### src/rtl/fir_pkg.sv
// Shared FIR stream types and width constants.
package fir_pkg;
  localparam int OUT_INTE_WL = 4;
  localparam int OUT_FRAC_WL = 8;
  localparam int DATA_WL     = OUT_INTE_WL + OUT_FRAC_WL;

  typedef enum logic [1:0] {IDLE, CAPTURE, DRAIN} cap_state_t;
endpackage

### src/rtl/fir_capture_fifo.sv
// First-word-fall-through FIFO; occupancy tracked by count, pointers wrap naturally.
module fir_capture_fifo #(
  parameter int DATA_WL = 12,
  parameter int DEPTH   = 64,
  parameter int CNT_WL  = $clog2(DEPTH) + 1
) (
  input  logic               clk,
  input  logic               rst,
  input  logic               clear,
  input  logic               push,
  input  logic               pop,
  input  logic [DATA_WL-1:0] wr_data,
  output logic [DATA_WL-1:0] rd_data,
  output logic               full,
  output logic               empty,
  output logic [CNT_WL-1:0]  count
);
  localparam int PTR_WL = $clog2(DEPTH);

  logic [DATA_WL-1:0] mem_q [DEPTH];
  logic [PTR_WL-1:0]  wr_ptr_q, wr_ptr_d, rd_ptr_q, rd_ptr_d;
  logic [CNT_WL-1:0]  count_q, count_d;

  assign full    = (count_q == CNT_WL'(DEPTH));
  assign empty   = (count_q == '0);
  assign count   = count_q;
  // Storage is not reset, so mask the head while empty to keep m_data at 0.
  assign rd_data = empty ? '0 : mem_q[rd_ptr_q];

  always_comb begin
    wr_ptr_d = wr_ptr_q;
    rd_ptr_d = rd_ptr_q;
    count_d  = count_q;
    if (clear) begin
      wr_ptr_d = '0;
      rd_ptr_d = '0;
      count_d  = '0;
    end else begin
      if (push) wr_ptr_d = wr_ptr_q + 1'b1;
      if (pop)  rd_ptr_d = rd_ptr_q + 1'b1;
      case ({push, pop})
        2'b10:   count_d = count_q + 1'b1;
        2'b01:   count_d = count_q - 1'b1;
        default: count_d = count_q;
      endcase
    end
  end

  always_ff @(posedge clk or negedge rst) begin
    if (!rst) begin
      wr_ptr_q <= '0;
      rd_ptr_q <= '0;
      count_q  <= '0;
    end else begin
      wr_ptr_q <= wr_ptr_d;
      rd_ptr_q <= rd_ptr_d;
      count_q  <= count_d;
    end
  end

  always_ff @(posedge clk) begin
    if (push && !clear) mem_q[wr_ptr_q] <= wr_data;
  end
endmodule

### src/rtl/fir_stream_capture.sv
// Capture buffer for the FIR valid-only output stream with ready/valid readout,
// burst tracking and sticky overflow.
module fir_stream_capture #(
  parameter int DATA_WL = fir_pkg::OUT_INTE_WL + fir_pkg::OUT_FRAC_WL,
  parameter int DEPTH   = 64,
  parameter int CNT_WL  = $clog2(DEPTH) + 1
) (
  input  logic               clk,
  input  logic               rst,
  input  logic               clear,
  input  logic [DATA_WL-1:0] s_data,
  input  logic               s_valid,
  output logic [DATA_WL-1:0] m_data,
  output logic               m_valid,
  input  logic               m_ready,
  output logic [CNT_WL-1:0]  count,
  output logic [CNT_WL-1:0]  burst_len,
  output logic               burst_done,
  output logic               overflow
);
  import fir_pkg::*;

  cap_state_t        state_q, state_d;
  logic [CNT_WL-1:0] burst_len_q, burst_len_d;
  logic              burst_done_q, burst_done_d;
  logic              overflow_q, overflow_d;
  logic              full, empty, push, pop;

  // A same-cycle read frees a slot, so a full FIFO still takes the write.
  assign pop  = !empty && m_ready && !clear;
  assign push = s_valid && (!full || pop) && !clear;

  fir_capture_fifo #(.DATA_WL(DATA_WL), .DEPTH(DEPTH), .CNT_WL(CNT_WL)) u_fifo (
    .clk     (clk),
    .rst     (rst),
    .clear   (clear),
    .push    (push),
    .pop     (pop),
    .wr_data (s_data),
    .rd_data (m_data),
    .full    (full),
    .empty   (empty),
    .count   (count)
  );

  assign m_valid    = !empty;
  assign burst_len  = burst_len_q;
  assign burst_done = burst_done_q;
  assign overflow   = overflow_q;

  always_comb begin
    state_d      = state_q;
    burst_len_d  = burst_len_q;
    burst_done_d = 1'b0;
    overflow_d   = overflow_q;
    if (clear) begin
      state_d     = IDLE;
      burst_len_d = '0;
      overflow_d  = 1'b0;
    end else begin
      if (s_valid && !push) overflow_d = 1'b1;
      case (state_q)
        IDLE, DRAIN: begin
          if (s_valid) begin
            state_d     = CAPTURE;
            burst_len_d = push ? CNT_WL'(1) : '0;
          end else if (state_q == DRAIN && empty) begin
            state_d = IDLE;
          end
        end
        CAPTURE: begin
          if (s_valid) begin
            if (push && burst_len_q != '1) burst_len_d = burst_len_q + 1'b1;
          end else begin
            burst_done_d = 1'b1;
            state_d      = DRAIN;
          end
        end
        default: state_d = IDLE;
      endcase
    end
  end

  always_ff @(posedge clk or negedge rst) begin
    if (!rst) begin
      state_q      <= IDLE;
      burst_len_q  <= '0;
      burst_done_q <= 1'b0;
      overflow_q   <= 1'b0;
    end else begin
      state_q      <= state_d;
      burst_len_q  <= burst_len_d;
      burst_done_q <= burst_done_d;
      overflow_q   <= overflow_d;
    end
  end
endmodule

### config.mk
export PLATFORM = sky130hd
export DESIGN_NAME = fir_stream_capture
export DESIGN_NICKNAME = d
export VERILOG_FILES = /design/src/rtl/fir_pkg.sv /design/src/rtl/fir_capture_fifo.sv /design/src/rtl/fir_stream_capture.sv
export SDC_FILE = /design/constraint.sdc
export NUM_CORES = 1
export LEC_CHECK = 0
export ABC_AREA = 1
export CAP_MARGIN = 20
export CORE_ASPECT_RATIO = 1.2
export CORE_MARGIN = 10
export CORE_UTILIZATION = 41
export CTS_CLUSTER_SIZE = 24
export DETAILED_ROUTE_END_ITERATION = 8
export GPL_TIMING_DRIVEN = 0
export PLACE_DENSITY_LB_ADDON = 0.25
export SYNTH_ARGS = -nofsm -noshare
export SYNTH_HDL_FRONTEND = slang
export SYNTH_SLANG_ARGS = --single-unit
### constraint.sdc
create_clock -name clk -period 2.3 [get_ports clk]
set_input_delay 0.46 -clock clk [delete_from_list [all_inputs] [get_ports clk]]
set_output_delay 0.46 -clock clk [all_outputs]
set_load 0.05 [all_outputs]
==> results.sh, run 1 <==
export IMPL_cp_end_kind="output port"
export IMPL_status="finished, violations left"
export IMPL_hold_class="primary input to flip-flop"
export IMPL_detail_route_wirelength_met1_um=43830
export IMPL_top_layer="met4"
export IMPL_drt_iter0_drc=2674
export IMPL_timing_final_ws_setup_ns=-0.9241
export IMPL_place_detailed_hpwl_um=76160
export IMPL_power_leakage_nw=15.50
export IMPL_avgSynthCellArea_um2=11.34
export IMPL_nets=3193
export IMPL_io_buffers=44
export IMPL_cts_sinks=798
export IMPL_cp_cell_sequence="buf_12 -> inv_8 -> buf_16 -> buf_8 -> nand2_1 -> nand2_1 -> a21oi_2 -> nand3_2 -> nand3_1 -> nand2_1 -> nor2_4 -> nor2_4 -> buf_8"
export IMPL_globalplace_congestion=0.9674
export IMPL_htreeDepth=3
export IMPL_vias=23770
export IMPL_startpoint_type="flip-flop"
export IMPL_synth_cell_types=41
export IMPL_totalWireLength_um=114500
export IMPL_cpPeakStageDelay_ns=0.40
export IMPL_relSlewSlack_pct=31.64
export IMPL_maxSlewViolCount=0
export IMPL_path_class="flip-flop to output port"
export IMPL_syn_nets=2950
export IMPL_cts_buffer_depth=3
export IMPL_initial_core_util_pct=41.22
export IMPL_core_region_area_um2=80450
export IMPL_dp_slack_ns=-1.608
export IMPL_arrival_ns=2.76
export IMPL_seq_area_frac_synth_pct=71.82
export IMPL_finalHoldViolCount=0
export IMPL_async_flop_share_pct=3.759
export IMPL_cts_root_buffer="clkbuf_16"
export IMPL_grt_overflow_total=0
export IMPL_setup_violations=14
export IMPL_die_area_um2=92690
export IMPL_required_ns=1.84
export IMPL_drc=0
export IMPL_skew_ns=0.01743
export IMPL_num_rows=114
export IMPL_grt_max_degree=65
export IMPL_crit_path_frequent_cell="nand2_1"
export IMPL_postRouteAntennaNets=0
export IMPL_grt_usage_pct=24.09
export IMPL_area_delta_synth_final_pct=25.08
export IMPL_dr_wl_met2_um=54550
export IMPL_fp_dieH_um=331.5
export IMPL_clk_latency_ns=0.64
export IMPL_synthCells=2924
export IMPL_max_cap_viol_count=0
export IMPL_firstDrtPassIters=5
export IMPL_fin_crit_sh_pct=140.2
export IMPL_yosys_warnings=0
export IMPL_powerDensity_nw_per_um2=1063
export IMPL_pin_count=46
export IMPL_worst_slew_pin_slew_ns=1.025
export IMPL_wl_per_cell_um=26.75
export IMPL_synthFlopType="edfxtp_1"
export IMPL_fmax_ghz=0.3102
export IMPL_cpLargestDelayFamily="simple AND/OR/NAND/NOR gates"
export IMPL_placed_area_um2=35240
export IMPL_antenna_found_initial=0
export IMPL_clk_pin_slew_ns=0.06
export IMPL_fin_util_pct=51.55
export IMPL_crit_slowest_cell="dfrtp_1"
export IMPL_die_w_um=279.6
export IMPL_cts_tree="yes"
export IMPL_wl_met3_um=8582
export IMPL_crit_buf_inv=5
export IMPL_rsz0062_at_grt="true"
export IMPL_n_antenna_cell=0
export IMPL_ir_drop_mv=1.032
export IMPL_synth_seq_cells=798
export IMPL_violations="negative setup slack"
export IMPL_vias_per_cell=5.556
export IMPL_grt_pass1_wl_um=161200
export IMPL_fin_area_um2=41470
export IMPL_syn_area_um2=33160
export IMPL_synth_edff_count=768
export IMPL_drive_gt1_share_pct=22.26
export IMPL_timing_setup_tns_ns=-10.79
export IMPL_cp_max_fo=10
export IMPL_cts_buffers=81
export IMPL_grt_pass1_vias=23080
export IMPL_fin_crit_ns=3.224
-- cell families (layout without fill, tap and decap cells) --
group           count (synthesis)  after routing  synth area share (%)
compound gates                141            141                 2.260
buf+inv                       196            507                 3.064
xor+xnor                        8              8                0.2113
fa+ha+maj                       9              9                0.3623
simple gates                 1772           1772                 22.28
flops                         798            798                 71.82
-- sequential cells by signal, indices dropped and copies added (netlist names) --
register,flops
state_q,2
overflow,1
burst_len,7
u_fifo.rd_ptr_q,6
burst_done,1
u_fifo.mem_q,768
u_fifo.wr_ptr_q,6
u_fifo.count,7
-- what timing repair did --
item	in CTS	in global routing
gates resized for setup	624	121
pin swaps	72	38
setup buffers	76	13
cloned	4	1
hold buffers	1	0
endpoints found under the setup margin	788	402
hold endpoints to repair	30	0
-- power breakdown --
part / switching [W] / internal (W)
clock network: 0.00564 / 0.00754
logic: 0.00976 / 0.00498
registers: 0.000108 / 0.0160
total: 0.0155 / 0.0286
-- synth_stat cells, drive strengths merged, types with 2 or more instances --
library cell  count  share of area, %
xnor2             4              0.11
inv              39              0.45
a31oi             3             0.057
xor2              4              0.11
nand3           429               6.7
o22ai             3             0.057
o21ai            15              0.23
a21oi           114               1.7
nand2          1170                13
nor2            146               1.7
ha                8              0.30
nor4              3             0.057
nand4             7              0.22
clkbuf           19              0.22
dfrtp            30               2.3
nand3b            2             0.045
edfxtp          768                70
buf             137               2.4
nor3             15              0.24
-- layout make-up --
cell class	instances	area, um2
fillers	6901	38970
flip-flops and latches	798	23820
multi-input cells	1930	9970
clock buffers	100	2140
repair buffers	160	1937
plain buffers	155	1610
well taps	1044	1306
clock inverters	51	488.0
inverters	40	187.7
repair inverters	1	11.26
-- cell usage in the layout (no fill, tap or decap), drive strengths merged, types with 7 or more instances in the layout --
cell	Yosys	routed
nor2	146	146
nand4	7	7
ha	8	8
nand3	429	429
dlygate4sd2	0	16
clkinv	1	37
edfxtp	768	768
nor3	15	15
buf	137	272
bufinv	0	8
a21oi	114	114
dfrtp	30	30
inv	39	44
nand2	1170	1170
clkbuf	19	122
o21ai	15	15
-- worst min-delay path: stages --
cell,delay (ns)
buf_2,0.24
nor2_1,0.09
nand3_1,0.06
nand2_1,0.06
-- per-layer routing --
metal  global-route usage (%)  up-vias
met5                        0        -
met4                    15.06        0
met3                    3.288      260
met2                    39.09     1060
met1                    30.16    11830
li1                         -    10620
-- per-stage QoR --
stage | total power (W) | instances | hold slack [ns]
final | 0.04408 | 4279 | 0.3011
after global routing | 0.04555 | 4279 | 0.3203
after CTS | 0.04337 | 4265 | 0.2680
after detailed placement | 0.02778 | 4034 | 0.4495
after global placement | 0.02769 | 4012 | 0.4467
after floorplan | 0.02311 | 2924 | 0.1644
-- worst paths after layout --
check,startpoint,end,slack (ns),cells past startpoint
setup / recovery,u_fifo.rd_ptr_q[0],m_data[1],-0.92,13
hold / removal,clear,burst_len[6],0.30,4
setup reg to reg,u_fifo.count[2],u_fifo.count[6],-0.06,15
hold reg to reg,state_q[0],state_q[0],0.46,1
max in group asynchronous,rst,u_fifo.rd_ptr_q[2],1.33,2
min in group asynchronous,rst,burst_len[3],0.43,2
Power figures use the tool's default switching activity.
==> inputs of run 2 (changes only) <==
--- a/config.mk
+++ b/config.mk
@@ -5,7 +5,6 @@
 export SDC_FILE = /design/constraint.sdc
 export NUM_CORES = 1
 export LEC_CHECK = 0
-export ABC_AREA = 1
 export CAP_MARGIN = 20
 export CORE_ASPECT_RATIO = 1.2
 export CORE_MARGIN = 10
==> results.sh, run 2 <==
export IMPL_status="finished, violations left"
export IMPL_violations="negative setup slack"
export IMPL_skew_ns=0.02800
export IMPL_placed_area_um2=33730
export IMPL_pin_count=46
export IMPL_cp_end_kind="output port"
export IMPL_power_share_sequential_pct=42.1
export IMPL_vias_per_cell=5.814
export IMPL_fin_util_pct=50.87
export IMPL_timing_setup_tns_ns=-284.83
export IMPL_synth_top_cell_by_area="edfxtp_1"
export IMPL_wl_per_cell_um=29.79
export IMPL_startpoint_type="flip-flop"
export IMPL_cts_buffers=80
export IMPL_fin_crit_sh_pct=152.4
export IMPL_async_flop_share_pct=3.759
export IMPL_relSlewSlack_pct=36.47
export IMPL_required_ns=1.84
export IMPL_fin_crit_ns=3.505
export IMPL_synth_cell_types=50
export IMPL_synth_commonest_cells="768 x edfxtp_1, 172 x mux4_2, 103 x nor2_1"
export IMPL_yosys_warnings=0
export IMPL_fp_dieH_um=321.5
export IMPL_hold_class="primary input to flip-flop"
export IMPL_num_rows=110
export IMPL_grt_overflow_total=0
export IMPL_grt_max_degree=54
export IMPL_regMostFlops="u_fifo.mem_q"
export IMPL_core_region_area_um2=75010
export IMPL_yosys_area_top_type_share_pct=74.24
export IMPL_drive_gt1_share_pct=37.58
export IMPL_setup_violations=780
export IMPL_synth_area_leaders="edfxtp_1 74%, mux4_2 12%, dfrtp_1 2.4%, a22oi_1 1.8%, mux2i_1 1.3%"
export IMPL_globalplace_congestion=0.9277
export IMPL_drc=0
export IMPL_maxSlewViolCount=0
export IMPL_powerDensity_nw_per_um2=1005
export IMPL_cts_root_buffer="clkbuf_16"
export IMPL_fin_area_um2=38150
export IMPL_rsz0062_at_grt="true"
export IMPL_power_switching_share_pct=28.21
export IMPL_p_total_w=0.03834
export IMPL_cts_tree="yes"
export IMPL_die_w_um=271.3
export IMPL_synthCells=1525
export IMPL_totalWireLength_um=84350
export IMPL_synth_seq_cells=798
export IMPL_timing_final_ws_setup_ns=-1.206
export IMPL_final_cell_mix="768 x edfxtp_1, 172 x mux4_2, 88 x clkbuf_16"
export IMPL_crit_slowest_cell="mux4_2"
export IMPL_cts_sinks=798
export IMPL_antenna_found_initial=1
export IMPL_grtUsageMet3_pct=3.853
export IMPL_nets=1786
export IMPL_use_met1_pct=23.76
export IMPL_grt_pass1_vias=16850
export IMPL_largest_reg_flops=768
export IMPL_area_delta_synth_final_pct=22.83
export IMPL_cpPeakStageDelay_ns=0.54
export IMPL_syn_area_um2=31060
export IMPL_path_class="flip-flop to output port"
export IMPL_avgSynthCellArea_um2=20.37
export IMPL_clk_pin_slew_ns=0.06
export IMPL_crit_path_frequent_cell="buf_16"
export IMPL_power_switching_w=0.01082
export IMPL_power_leakage_nw=11.91
export IMPL_htreeDepth=3
export IMPL_seq_area_frac_synth_pct=76.66
export IMPL_p_int_w=0.02752
export IMPL_arrival_ns=3.05
export IMPL_grt_use_met2_pct=32.82
export IMPL_io_buffers=44
export IMPL_initial_core_util_pct=41.41
export IMPL_p_comb_share_pct=25.9
export IMPL_finalHoldViolCount=0
export IMPL_grt_usage_pct=19.14
export IMPL_mostFrequentLayoutCell="edfxtp_1"
export IMPL_yosysMostFrequentCell="edfxtp_1"
export IMPL_grt_pass1_wl_um=120100
export IMPL_clkPwrFrac_pct=32.0
export IMPL_die_area_um2=87220
export IMPL_synthFlopType="edfxtp_1"
export IMPL_dp_slack_ns=-2.222
export IMPL_synth_edff_count=768
export IMPL_cp_cell_sequence="buf_12 -> buf_16 -> buf_16 -> mux4_2 -> a211oi_4 -> nand2_2 -> and4_4 -> buf_8"
export IMPL_max_cap_viol_count=0
export IMPL_postRouteAntennaNets=0
export IMPL_drt_iter0_drc=1661
export IMPL_clk_latency_ns=0.64
export IMPL_fmax_ghz=0.2853
export IMPL_vias=16470
export IMPL_worst_slew_pin_slew_ns=0.9529
export IMPL_cts_buffer_depth=3
export IMPL_grt_busiest_layer="met2"
export IMPL_syn_nets=1551
export IMPL_place_detailed_hpwl_um=56380
export IMPL_ir_drop_mv=0.6789
export IMPL_firstDrtPassIters=5
export IMPL_cp_max_fo=6
## run 2: changes by cell type after synthesis, sizes merged, moves of 39 or more
cell	delta
clkbuf	+39
nor2	-43
nand2	-1150
a22oi	+76
a21oi	-86
mux2i	+41
nand3	-389
mux4	+172
buf	-110
## run 2: final timing paths
check / startpoint / slack, ns / depth (start not counted) / endpoint
max: u_fifo.rd_ptr_q[0] / -1.21 / 8 / m_data[2]
min: s_data[4] / 0.24 / 1 / u_fifo.mem_q[59][4]
max reg2reg: u_fifo.count[1] / -0.73 / 8 / u_fifo.mem_q[19][5]
min reg2reg: state_q[0] / 0.49 / 1 / state_q[0]
max in group asynchronous: rst / 1.38 / 2 / u_fifo.count[6]
min in group asynchronous: rst / 0.41 / 2 / u_fifo.count[3]
## run 2: logic make-up (layout without fill, tap and decap cells)
family	count (synthesis)	count (layout)	share of synthesized area, %
simple gates	235	235	3.742
buf+inv	90	388	1.164
fa+ha+maj	9	9	0.3867
other cells	0	1	0
flops	798	798	76.66
xor+xnor	12	12	0.3383
compound gates	162	162	3.702
mux	219	219	14.01
## run 2: critical path: cells and delay by family, from the launching register on
| family | cells | cell delay (ns) |
|---|---|---|
| simple gates | 2 | 0.45 |
| buf+inv | 4 | 0.62 |
| mux | 1 | 0.54 |
| compound gates | 1 | 0.39 |
| flops | 1 | 0.40 |
## run 2: cell type report
type	count	area, um2
timing repair buffer	156	1730
sequential	798	23820
antenna	1	2.502
multi-input combinational	637	7966
inverter	5	18.77
buffer	82	919.6
clock inverter	39	242.7
fill	5923	36860
clock buffer	106	2195
tap	1008	1261
## run 2: routing by layer
layer / vias up / wire length, um
met5: - / 13
met1: 8771 / 32210
li1: 6836 / -
met4: 2 / 2980
met3: 145 / 6251
met2: 712 / 42900
## run 2: power groups by stage
stage                     clock network (W)  registers, W  logic [W]
final                                0.0123        0.0161    0.00994
after floorplan                           0        0.0166    0.00539
after CTS                            0.0125        0.0161    0.00960
after detailed placement                  0        0.0165    0.00836
after global routing                 0.0130        0.0162     0.0103
after global placement                    0        0.0165    0.00824
## run 2: per-stage QoR
stage,std cells,hold slack [ns]
6_report,2832,0.2425
2_1_floorplan,1525,0.1644
5_1_grt,2831,0.2490
4_1_cts,2806,0.2054
3_5_place_dp,2643,0.4842
3_3_place_gp,2577,0.4697
## run 2: timing repair
item                       CTS  global route
hold endpoints to repair    30             0
setup buffers               14            24
pin swaps                   43            29
resized for setup          345           102
gates cloned                 5             1
setup endpoints to repair  810           818
hold buffers                 1             0
